<file path="config.mk">
export PLATFORM = sky130hd
export DESIGN_NAME = mv_result_collector
export DESIGN_NICKNAME = d
export VERILOG_FILES = /design/src/rtl/mv_result_collector.sv
export SDC_FILE = /design/constraint.sdc
export NUM_CORES = 1
export LEC_CHECK = 0
export ABC_AREA = 0
export BUFFER_PORTS_ARGS = -buffer_cell sky130_fd_sc_hd__buf_2
export CORE_MARGIN = 2
export CORE_UTILIZATION = 45
export CTS_BUF_LIST = sky130_fd_sc_hd__clkbuf_4
export DETAILED_ROUTE_END_ITERATION = 8
export PLACE_DENSITY_LB_ADDON = 0.12
export SLEW_MARGIN = 0
export SYNTH_ARGS = -nofsm -noshare
export SYNTH_HDL_FRONTEND = slang
export SYNTH_SLANG_ARGS = --single-unit
</file>
<file path="constraint.sdc">
create_clock -name clk -period 10.5 [get_ports clk]
set_input_delay 2.1 -clock clk [delete_from_list [all_inputs] [get_ports clk]]
set_output_delay 2.1 -clock clk [all_outputs]
set_load 0.02 [all_outputs]
</file>
<file path="src/rtl/mv_result_collector.sv">
// mv_result_collector: collects NI-element result bursts from the
// matrix-by-vector multiplier into a small first-word-fall-through FIFO,
// tags each burst with its block index and hands it downstream over a
// valid/ready handshake. done rises once every expected block has been popped.
// Optional build macro MVR_ZERO_PAD_EN: zero the unused trailing elements of
// the final block at push time (element 0 is the most significant slice).
module mv_result_collector #(
    parameter int element_width = 32,
    parameter int NI            = 8,
    parameter int DEPTH         = 4,
    parameter int ADDR_W        = 16
) (
    input  logic                        clk,
    input  logic                        reset,
    input  logic                        start,
    input  logic [31:0]                 total_rows,
    input  logic [NI*element_width-1:0] in_data,
    input  logic                        in_valid,
    output logic [NI*element_width-1:0] out_data,
    output logic [ADDR_W-1:0]           out_addr,
    output logic                        out_valid,
    input  logic                        out_ready,
    output logic                        out_last,
    output logic [$clog2(DEPTH):0]      fifo_count,
    output logic                        overflow,
    output logic                        done
);
    localparam int DW    = NI * element_width;
    localparam int PTR_W = $clog2(DEPTH);
    localparam int CNT_W = PTR_W + 1;
    localparam int BW    = ADDR_W + 1;

    typedef enum logic [1:0] {
        ST_IDLE    = 2'd0,
        ST_COLLECT = 2'd1,
        ST_DRAIN   = 2'd2,
        ST_DONE    = 2'd3
    } state_t;

    state_t            state_r, fsm_next_s, state_next_s;
    logic [BW-1:0]     nblk_r, pushed_r, popped_r;
    logic [BW-1:0]     nblk_calc_s, pushed_next_s, popped_next_s;
    logic              load_s, wr_en_s, rd_en_s, drop_s;
    logic [PTR_W-1:0]  wr_ptr_r, rd_ptr_r, rd_ptr_next_s;
    logic [CNT_W-1:0]  count_r, count_next_s;
    logic [DW-1:0]     mem_data_r [DEPTH];
    logic [ADDR_W-1:0] mem_addr_r [DEPTH];
    logic [DW-1:0]     push_data_s, head_data_s;
    logic [ADDR_W-1:0] head_addr_s;
    logic              bypass_s, valid_next_s;
    logic [DW-1:0]     out_data_r;
    logic [ADDR_W-1:0] out_addr_r;
    logic              out_valid_r, out_last_r, overflow_r, done_r;

    // Block count is ceil(total_rows/NI) in 33 bits, kept to ADDR_W+1 bits.
    assign nblk_calc_s = BW'(({1'b0, total_rows} + 33'(NI - 1)) / 33'(NI));

`ifdef MVR_ZERO_PAD_EN
    logic [31:0] last_cnt_r;

    // Zero every element whose index is at or beyond the valid count.
    function automatic logic [DW-1:0] pad_burst(input logic [DW-1:0] data,
                                                input logic [31:0]   keep);
        logic [DW-1:0] res;
        res = data;
        for (int i = 0; i < NI; i++) begin
            res[DW-1-i*element_width -: element_width] =
                (32'(i) >= keep) ? {element_width{1'b0}}
                                 : data[DW-1-i*element_width -: element_width];
        end
        return res;
    endfunction

    // Number of valid elements in the final block, captured with nblk.
    always_ff @(posedge clk) begin
        if (reset) begin
            last_cnt_r <= 32'd0;
        end else if (load_s) begin
            last_cnt_r <= total_rows - 32'((33'(nblk_calc_s) - 33'd1) * 33'(NI));
        end
    end

    // Pad only the final block as it enters the FIFO.
    always_comb begin
        push_data_s = in_data;
        if (pushed_r == nblk_r - BW'(1)) begin
            push_data_s = pad_burst(in_data, last_cnt_r);
        end else begin
            push_data_s = in_data;
        end
    end
`else
    assign push_data_s = in_data;
`endif

    // Next-state, push/pop decisions and block counters.
    always_comb begin
        fsm_next_s    = state_r;
        load_s        = 1'b0;
        wr_en_s       = 1'b0;
        rd_en_s       = 1'b0;
        drop_s        = 1'b0;
        pushed_next_s = pushed_r;
        popped_next_s = popped_r;
        case (state_r)
            ST_IDLE: begin
                if (start) begin
                    load_s     = 1'b1;
                    fsm_next_s = (nblk_calc_s == '0) ? ST_DONE : ST_COLLECT;
                end else begin
                    fsm_next_s = ST_IDLE;
                end
            end
            ST_COLLECT: begin
                rd_en_s = out_valid_r && out_ready;
                if (in_valid && (pushed_r != nblk_r)) begin
                    if ((count_r == CNT_W'(DEPTH)) && !rd_en_s) begin
                        drop_s = 1'b1;
                    end else begin
                        wr_en_s = 1'b1;
                    end
                end else begin
                    wr_en_s = 1'b0;
                end
                pushed_next_s = pushed_r + BW'(wr_en_s);
                popped_next_s = popped_r + BW'(rd_en_s);
                if (popped_next_s == nblk_r) begin
                    fsm_next_s = ST_DONE;
                end else if (pushed_next_s == nblk_r) begin
                    fsm_next_s = ST_DRAIN;
                end else begin
                    fsm_next_s = ST_COLLECT;
                end
            end
            ST_DRAIN: begin
                rd_en_s       = out_valid_r && out_ready;
                popped_next_s = popped_r + BW'(rd_en_s);
                if (popped_next_s == nblk_r) begin
                    fsm_next_s = ST_DONE;
                end else begin
                    fsm_next_s = ST_DRAIN;
                end
            end
            ST_DONE: fsm_next_s = ST_DONE;
            default: fsm_next_s = ST_IDLE;
        endcase
        state_next_s = start ? fsm_next_s : ST_IDLE;
    end

    // Next FIFO head; a push into an (effectively) empty FIFO bypasses memory.
    always_comb begin
        rd_ptr_next_s = rd_en_s ? (rd_ptr_r + PTR_W'(1)) : rd_ptr_r;
        count_next_s  = count_r + CNT_W'(wr_en_s) - CNT_W'(rd_en_s);
        bypass_s      = wr_en_s && (wr_ptr_r == rd_ptr_next_s);
        head_data_s   = bypass_s ? push_data_s : mem_data_r[rd_ptr_next_s];
        head_addr_s   = bypass_s ? pushed_r[ADDR_W-1:0] : mem_addr_r[rd_ptr_next_s];
        valid_next_s  = (count_next_s != '0) &&
                        ((state_next_s == ST_COLLECT) || (state_next_s == ST_DRAIN));
    end

    // FIFO storage; each entry carries its block index.
    always_ff @(posedge clk) begin
        if (wr_en_s) begin
            mem_data_r[wr_ptr_r] <= push_data_s;
            mem_addr_r[wr_ptr_r] <= pushed_r[ADDR_W-1:0];
        end
    end

    // State, counters, FIFO pointers and registered outputs.
    always_ff @(posedge clk) begin
        if (reset) begin
            state_r     <= ST_IDLE;
            nblk_r      <= '0;
            pushed_r    <= '0;
            popped_r    <= '0;
            wr_ptr_r    <= '0;
            rd_ptr_r    <= '0;
            count_r     <= '0;
            overflow_r  <= 1'b0;
            out_valid_r <= 1'b0;
            out_data_r  <= '0;
            out_addr_r  <= '0;
            out_last_r  <= 1'b0;
            done_r      <= 1'b0;
        end else begin
            state_r <= state_next_s;
            if (load_s) begin
                nblk_r     <= nblk_calc_s;
                pushed_r   <= '0;
                popped_r   <= '0;
                overflow_r <= 1'b0;
            end else begin
                pushed_r <= pushed_next_s;
                popped_r <= popped_next_s;
                if (drop_s) begin
                    overflow_r <= 1'b1;
                end
            end
            if (!start) begin
                wr_ptr_r <= '0;
                rd_ptr_r <= '0;
                count_r  <= '0;
            end else begin
                wr_ptr_r <= wr_en_s ? (wr_ptr_r + PTR_W'(1)) : wr_ptr_r;
                rd_ptr_r <= rd_ptr_next_s;
                count_r  <= count_next_s;
            end
            out_valid_r <= valid_next_s;
            out_data_r  <= valid_next_s ? head_data_s : '0;
            out_addr_r  <= valid_next_s ? head_addr_s : '0;
            out_last_r  <= valid_next_s && ({1'b0, head_addr_s} == nblk_r - BW'(1));
            done_r      <= (state_next_s == ST_DONE);
        end
    end

    assign out_data   = out_data_r;
    assign out_addr   = out_addr_r;
    assign out_valid  = out_valid_r;
    assign out_last   = out_last_r;
    assign fifo_count = count_r;
    assign overflow   = overflow_r;
    assign done       = done_r;
endmodule

</file>
==> impl_metrics.env, run 1 <==
export IMPL_slowest_stage="buf_4"
export IMPL_grt_pass1_wl_um=198000
export IMPL_wl_per_cell_um=22.4
export IMPL_cellPowerDensity_nw_per_um2=181
export IMPL_worst_path_largest_cell_delay_ns=0.78
export IMPL_synth_area_leaders="edfxtp_1 (61%), dfxtp_1 (13%), mux4_2 (12%), nand2_1 (4.0%), a21oi_1 (2.6%)"
export IMPL_hold_end="popped_r[0]$_SDFFE_PP0N_"
export IMPL_grt_ovfl_total=0
export IMPL_max_cap_violations=0
export IMPL_ys_seq_elements=1424
export IMPL_setup_viol=0
export IMPL_synth_seq_area_share_pct=73.3
export IMPL_internal_power_w=0.00886
export IMPL_die_w_um=350
export IMPL_drive_gt1_share_pct=35.0
export IMPL_gp_congestion=0.826
export IMPL_worstReg2RegEnd="out_data[165]$_SDFF_PP0_"
export IMPL_status="complete, no violations"
export IMPL_vias=31100
export IMPL_cts_root_buffer="clkbuf_4"
export IMPL_rsz0062_at_grt="no"
export IMPL_fin_util_pct=53.3
export IMPL_die_h_um=350
export IMPL_syn_avg_cell_area_sq_um=16.5
export IMPL_worstPathRequired_ns=11.51
export IMPL_post_dp_cell_area_sq_um=58100
export IMPL_numCtsBuffers=380
export IMPL_finalCritPeriodShare_pct=69.6
export IMPL_hp_start="popped_r[0]$_SDFFE_PP0N_"
export IMPL_synth_async_reset_ratio_pct=0
export IMPL_initial_core_util_pct=45.4
export IMPL_synthesis_nets=3560
export IMPL_clk_latency_ns=1.22
export IMPL_grt_pass1_vias=32200
export IMPL_hp_class="reg2reg"
export IMPL_stdcell_count=5893
export IMPL_ys_flop_type="edfxtp_1"
export IMPL_num_rows=126
export IMPL_nets=4346
export IMPL_tightest_slew_ns=1.02
export IMPL_fmaxAchievable_ghz=0.137
export IMPL_drtAntennaViolNets=0
export IMPL_setup_tns_ns=0
export IMPL_dieArea_sq_um=122000
export IMPL_post_cts_resized=0
export IMPL_post_cts_buffers=0
export IMPL_vias_per_cell=5.28
export IMPL_final_cell_area_sq_um=63000
export IMPL_postSynthCellCount=3249
export IMPL_cts_tree="done"
export IMPL_finClkSkew_ns=0.107
export IMPL_ys_warn_count=0
export IMPL_core_sq_um=118000
export IMPL_clock_sinks=1424
export IMPL_drcViolationCount=0
export IMPL_synth_top_area_share_pct=60.8
export IMPL_r2r_slack_ns=3.29
export IMPL_drt_wl_total_um=132000
export IMPL_syn_cell_area_sq_um=53700
export IMPL_period_minus_slack_ns=7.31
export IMPL_dpl_cell_count=5189
export IMPL_htree_levels=5
export IMPL_reg2reg_from="nblk_r[13]$_SDFFE_PP0P_"
export IMPL_hold_buffers=0
export IMPL_antenna_found_initial=52
export IMPL_dr_pass1_iters=5
export IMPL_power_frac_clock_pct=41.9
export IMPL_yosysMostFrequentCell="edfxtp_1"
export IMPL_yosysTopAreaCell="edfxtp_1"
export IMPL_finalHoldViolCount=0
export IMPL_io_pins=572
export IMPL_worstRegToRegCells=23
export IMPL_dp_hpwl_um=75000
export IMPL_swShare_pct=22.3
export IMPL_p_comb_share_pct=4.2
export IMPL_start_kind="primary input"
export IMPL_synth_common_cells="edfxtp_1 (1088), nand2_1 (573), dfxtp_1 (336)"
export IMPL_path_class="in2reg"
export IMPL_vdd_drop_max_mv=0.132
export IMPL_maxSlewViolCount=0
export IMPL_yosysUniqueCellTypes=68
export IMPL_grt_max_degree=133
export IMPL_detail_route_iter0_violations=2137
export IMPL_seq_power_share_pct=53.9
export IMPL_clockBufferDepth=4
export IMPL_cp_cell_sequence="buf_2 -> and2_1 -> nor4b_1 -> nor2_1 -> ha_1 -> ha_1 -> and3_1 -> and2_0 -> or3_1 -> a2111oi_0 -> o31ai_1 -> o41ai_1 -> nand4_1 -> o21ai_0 -> a2111oi_0 -> nor3b_1 -> ha_1 -> inv_1 -> a311o_2 -> buf_4 -> buf_4 -> a21oi_1"
export IMPL_grt_usage_pct=21.6
export IMPL_slew_headroom_pct=32.2
export IMPL_path_clk_slew_ns=0.06
export IMPL_path_max_fanout=66
export IMPL_portBuffers=559
export IMPL_p_switching_w=0.00255
export IMPL_worstPathArrival_ns=8.32
export IMPL_min_path_cells=2
export IMPL_synth_edf_count=1088
export IMPL_critPathCaptureType="register"
export IMPL_leakagePower_nw=23.4
export IMPL_crit_top_cell="ha_1"
export IMPL_area_growth_pct=17.3
## state kept, by name (all words and copies together) (netlist names)
signal and flops:
out_data 256, mem_data_r 1024, fifo_count 3, nblk_r 17
pushed_r 17, mem_addr_r 64, out_addr 16, wr_ptr_r 2
rd_ptr_r 2, out_valid 1, done 1, state_r 2
popped_r 17, overflow 1, out_last 1
## logic make-up after synthesis
| family | count (synthesis) | share of synthesized area, % |
|---|---|---|
| adder cells (fa/ha/maj) | 18 | 0.433 |
| XOR/XNOR | 120 | 2.04 |
| AND/OR/NAND/NOR | 786 | 6.20 |
| flip-flops | 1424 | 73.3 |
| AO/OA/AOI/OAI | 348 | 3.52 |
| multiplexers | 330 | 12.7 |
| buffers and inverters | 223 | 1.73 |
## worst max-delay path by stage
stage | cells after the start | from | end
after floorplan | 4 | out_ready | mem_addr_r[0][0]$_DFFE_PP_
after detailed placement | 22 | out_ready | out_data[64]$_SDFF_PP0_
after CTS | 23 | nblk_r[13]$_SDFFE_PP0P_ | out_data[165]$_SDFF_PP0_
after global routing | 23 | nblk_r[13]$_SDFFE_PP0P_ | out_data[165]$_SDFF_PP0_
after global placement | 22 | out_ready | out_data[172]$_SDFF_PP0_
final | 22 | out_ready | out_data[165]$_SDFF_PP0_
## cell type report
cell class	instances	area (sq um)
fillers	9990	55200
flip-flops and latches	1424	39400
multi-input cells	1602	13500
clock buffers	583	4380
repair buffers	598	3230
well taps	1536	1920
clock inverters	98	442
inverters	29	109
diodes	23	57.6
## power by group through the flow
| stage | sequential [W] | clock (W) | combinational (W) |
|---|---|---|---|
| 6_report | 0.00615 | 0.00478 | 0.000475 |
| 5_1_grt | 0.00615 | 0.00524 | 0.000526 |
| 4_1_cts | 0.00615 | 0.00496 | 0.000482 |
| 3_5_place_dp | 0.00627 | 0 | 0.000481 |
| 3_3_place_gp | 0.00627 | 0 | 0.000477 |
| 2_1_floorplan | 0.00629 | 0 | 0.000246 |
## cell usage in the layout, fill, tap and decap left out, types with 14 or more instances in the layout
master and n:
mux4_2 281, buf_2 559, and2_1 21, nand3_1 32
mux2i_1 40, clkinv_2 14, xnor2_1 65, diode_2 23
nand2_1 573, nand4_1 17, a21oi_1 276, clkinv_1 74
clkbuf_4 583, o21ai_0 32, nor2_1 63, buf_4 28
dfxtp_1 336, inv_1 28, ha_1 17, xor2_1 51
edfxtp_1 1088
## critical path, delay by kind of cell
kind	cells	cell delay, ns
buf+inv	4	1.66
compound gates	7	1.04
simple gates	8	2.47
fa+ha+maj	3	0.84
## per-layer routing
| metal | track usage, % | routed length (um) | vias up |
|---|---|---|---|
| met5 | 0 | 263 | - |
| met4 | 8.45 | 3520 | 42 |
| met3 | 6.83 | 9860 | 289 |
| met2 | 34.8 | 64100 | 968 |
| met1 | 27.3 | 54000 | 15600 |
| li1 | - | - | 14200 |
## stage by stage
| step | setup slack, ns | hold WS, ns | total power, W |
|---|---|---|---|
| after global placement | 2.05 | 0.487 | 0.00675 |
| final | 3.19 | 0.514 | 0.0114 |
| after floorplan | 0.974 | 0.455 | 0.00654 |
| after global routing | 2.59 | 0.532 | 0.0119 |
| after detailed placement | 2.00 | 0.497 | 0.00675 |
| after CTS | 3.20 | 0.518 | 0.0116 |
No activity file was read; power rests on OpenSTA's default activity.
==> run 2: changes to the inputs <==
- ABC_AREA: 0 -> 1
- clock period: 10.5 -> 6.1 ns (I/O delays scaled with it)
==> run 2 against run 1 <==
Against the previous run:
- final cell count rose by 23%
- clock skew rose by 0.024 ns
- worst setup slack got worse by 2.6 ns
- via count rose by 22%
- hold slack got worse by 0.34 ns
- largest power group unchanged
==> impl_metrics.env, run 2 <==
export IMPL_synth_area_leaders="edfxtp_1 (60%), dfxtp_1 (12%), o21ai_0 (7.2%), nor2_1 (7.1%), o22ai_1 (3.2%)"
export IMPL_fmaxAchievable_ghz=0.181
export IMPL_status="complete, no violations"
export IMPL_critPathCaptureType="register"
export IMPL_yosysUniqueCellTypes=46
export IMPL_wl_per_cell_um=19.6
export IMPL_io_pins=572
export IMPL_clk_latency_ns=1.31
export IMPL_hp_class="in2reg"
export IMPL_cp_num_buf_inv=5
export IMPL_hold_end="mem_data_r[3][110]$_DFFE_PP_"
export IMPL_cellPowerDensity_nw_per_um2=312
export IMPL_vias=38100
export IMPL_start_kind="register"
export IMPL_core_sq_um=119000
export IMPL_finalHoldViolCount=0
export IMPL_reg2reg_from="pushed_r[12]$_SDFFE_PP0P_"
export IMPL_path_max_fanout=37
export IMPL_die_h_um=351
export IMPL_crit_top_cell="nor2_1"
export IMPL_dpl_cell_count=6544
export IMPL_maxSlewViolCount=0
export IMPL_yosysMostFrequentCell="edfxtp_1"
export IMPL_vias_per_cell=5.24
export IMPL_critPathTopFamily="simple AND/OR/NAND/NOR gates"
export IMPL_portBuffers=559
export IMPL_finalCritPeriodShare_pct=90.5
export IMPL_grt_max_degree=198
export IMPL_htree_levels=5
export IMPL_mostFrequentLayoutCells="edfxtp_1 (1088), nor2_1 (1019), o21ai_0 (777)"
export IMPL_worstReg2RegEnd="out_data[137]$_SDFF_PP0_"
export IMPL_setup_slack_ns=0.582
export IMPL_tightest_slew_ns=1.10
export IMPL_antenna_found_initial=34
export IMPL_setup_viol=0
export IMPL_detail_route_iter0_violations=2889
export IMPL_dieArea_sq_um=123000
export IMPL_slew_headroom_pct=26.5
export IMPL_drive_gt1_share_pct=22.4
export IMPL_leakagePower_nw=24.2
export IMPL_synth_top_area_share_pct=60.4
export IMPL_largest_reg_flops=1024
export IMPL_syn_cell_area_sq_um=54100
export IMPL_worst_path_largest_cell_delay_ns=0.64
export IMPL_cts_tree="done"
export IMPL_num_rows=127
export IMPL_grt_pass1_vias=36900
export IMPL_worstPathRequired_ns=7.26
export IMPL_grt_ovfl_total=0
export IMPL_grt_pass1_wl_um=215000
export IMPL_slowest_stage="dfxtp_1"
export IMPL_ys_warn_count=0
export IMPL_ys_flop_type="edfxtp_1"
export IMPL_dp_hpwl_um=78900
export IMPL_regMostFlops="mem_data_r"
export IMPL_area_growth_pct=18.1
export IMPL_yosysTopAreaCell="edfxtp_1"
export IMPL_hp_start="in_data[110]"
export IMPL_synthesis_nets=4902
export IMPL_max_cap_violations=0
export IMPL_numCtsBuffers=383
export IMPL_drtAntennaViolNets=0
export IMPL_grt_usage_pct=22.9
export IMPL_cts_root_buffer="clkbuf_4"
export IMPL_setup_tns_ns=0
export IMPL_period_minus_slack_ns=5.52
export IMPL_stdcell_count=7271
export IMPL_post_cts_buffers=0
export IMPL_post_cts_resized=0
export IMPL_pre_cts_ws_ns=0.504
export IMPL_ys_seq_elements=1424
export IMPL_vdd_drop_max_mv=0.192
export IMPL_initial_core_util_pct=45.3
export IMPL_path_class="reg2reg"
export IMPL_layout_commonest_cell="edfxtp_1"
export IMPL_drt_wl_total_um=143000
export IMPL_synth_edf_count=1088
export IMPL_r2r_slack_ns=0.58
export IMPL_synth_async_reset_ratio_pct=0
export IMPL_gp_congestion=0.864
export IMPL_clockBufferDepth=4
export IMPL_min_path_cells=1
export IMPL_worstPathArrival_ns=6.68
export IMPL_postSynthCellCount=4591
export IMPL_path_clk_slew_ns=0.06
export IMPL_hold_buffers=31
export IMPL_worstRegToRegCells=30
export IMPL_die_w_um=351
export IMPL_drcViolationCount=0
export IMPL_finClkSkew_ns=0.131
export IMPL_clock_sinks=1424
export IMPL_syn_avg_cell_area_sq_um=11.8
export IMPL_synth_common_cells="edfxtp_1 (1088), nor2_1 (1023), o21ai_0 (777)"
export IMPL_dr_pass1_iters=6
export IMPL_nets=5659
export IMPL_synth_seq_area_share_pct=72.9
export IMPL_rsz0062_at_grt="no"
run 2: cell count changes in the layout (fill, tap and decap cells not counted), sizes merged, moves of 165 or more:
cell,change
mux4,-281
o22ai,+276
a21oi,-165
nor2,+964
o21ai,+750
nand2,-227
run 2: worst max path at each step:
stage                         startpoint                         end  slack [ns]  cells past startpoint
2_1_floorplan                  out_ready  mem_addr_r[0][0]$_DFFE_PP_       -0.14                      7
3_3_place_gp                   out_ready    out_data[136]$_SDFF_PP0_        0.61                     28
3_5_place_dp                   out_ready    out_data[143]$_SDFF_PP0_        0.50                     27
4_1_cts        pushed_r[12]$_SDFFE_PP0P_    out_data[139]$_SDFF_PP0_        0.65                     30
5_1_grt        pushed_r[12]$_SDFFE_PP0P_    out_data[136]$_SDFF_PP0_        0.15                     30
6_report       pushed_r[12]$_SDFFE_PP0P_    out_data[137]$_SDFF_PP0_        0.58                     30
run 2: metrics by stage:
stage | instance area (sq um) | hold slack [ns] | utilization [%] | total power [W]
2_1_floorplan | 54100 | 0.445 | - | 0.0113
3_5_place_dp | 58600 | 0.464 | 49.1 | 0.0118
3_3_place_gp | 58600 | 0.457 | 49.1 | 0.0117
5_1_grt | 63900 | 0.0352 | 53.5 | 0.0208
4_1_cts | 63800 | 0.00142 | 53.4 | 0.0202
6_report | 63900 | 0.171 | 53.5 | 0.0199
run 2: logic make-up after synthesis:
family	count (synthesis)	share of synthesized area, %
AND/OR/NAND/NOR	1477	10.6
flip-flops	1424	72.9
AO/OA/AOI/OAI	1192	11.8
buffers and inverters	419	3.22
XOR/XNOR	61	1.09
adder cells (fa/ha/maj)	18	0.430
run 2: per-layer routing:
layer | up-vias | track usage (%) | part of all wire [%]
met1 | 18400 | 30.8 | 44
met3 | 219 | 6.58 | 8.2
met5 | - | 0 | 0.081
li1 | 18100 | - | -
met2 | 1341 | 35.7 | 46
met4 | 18 | 7.60 | 2.1
run 2: power breakdown:
group          total (W)  switching [W]  internal [W]
sequential        0.0106      0.0000506        0.0106
combinational   0.000957       0.000651      0.000305
clock            0.00837        0.00377       0.00460
run 2: final cells by class:
| type | count | area, sq um |
|---|---|---|
| fill | 10600 | 55600 |
| tap | 1612 | 2020 |
| inverter | 139 | 537 |
| timing repair buffer | 652 | 3940 |
| multi-input combinational | 2748 | 13100 |
| clock inverter | 74 | 392 |
| antenna | 22 | 55.1 |
| sequential | 1424 | 39400 |
| clock buffer | 600 | 4500 |
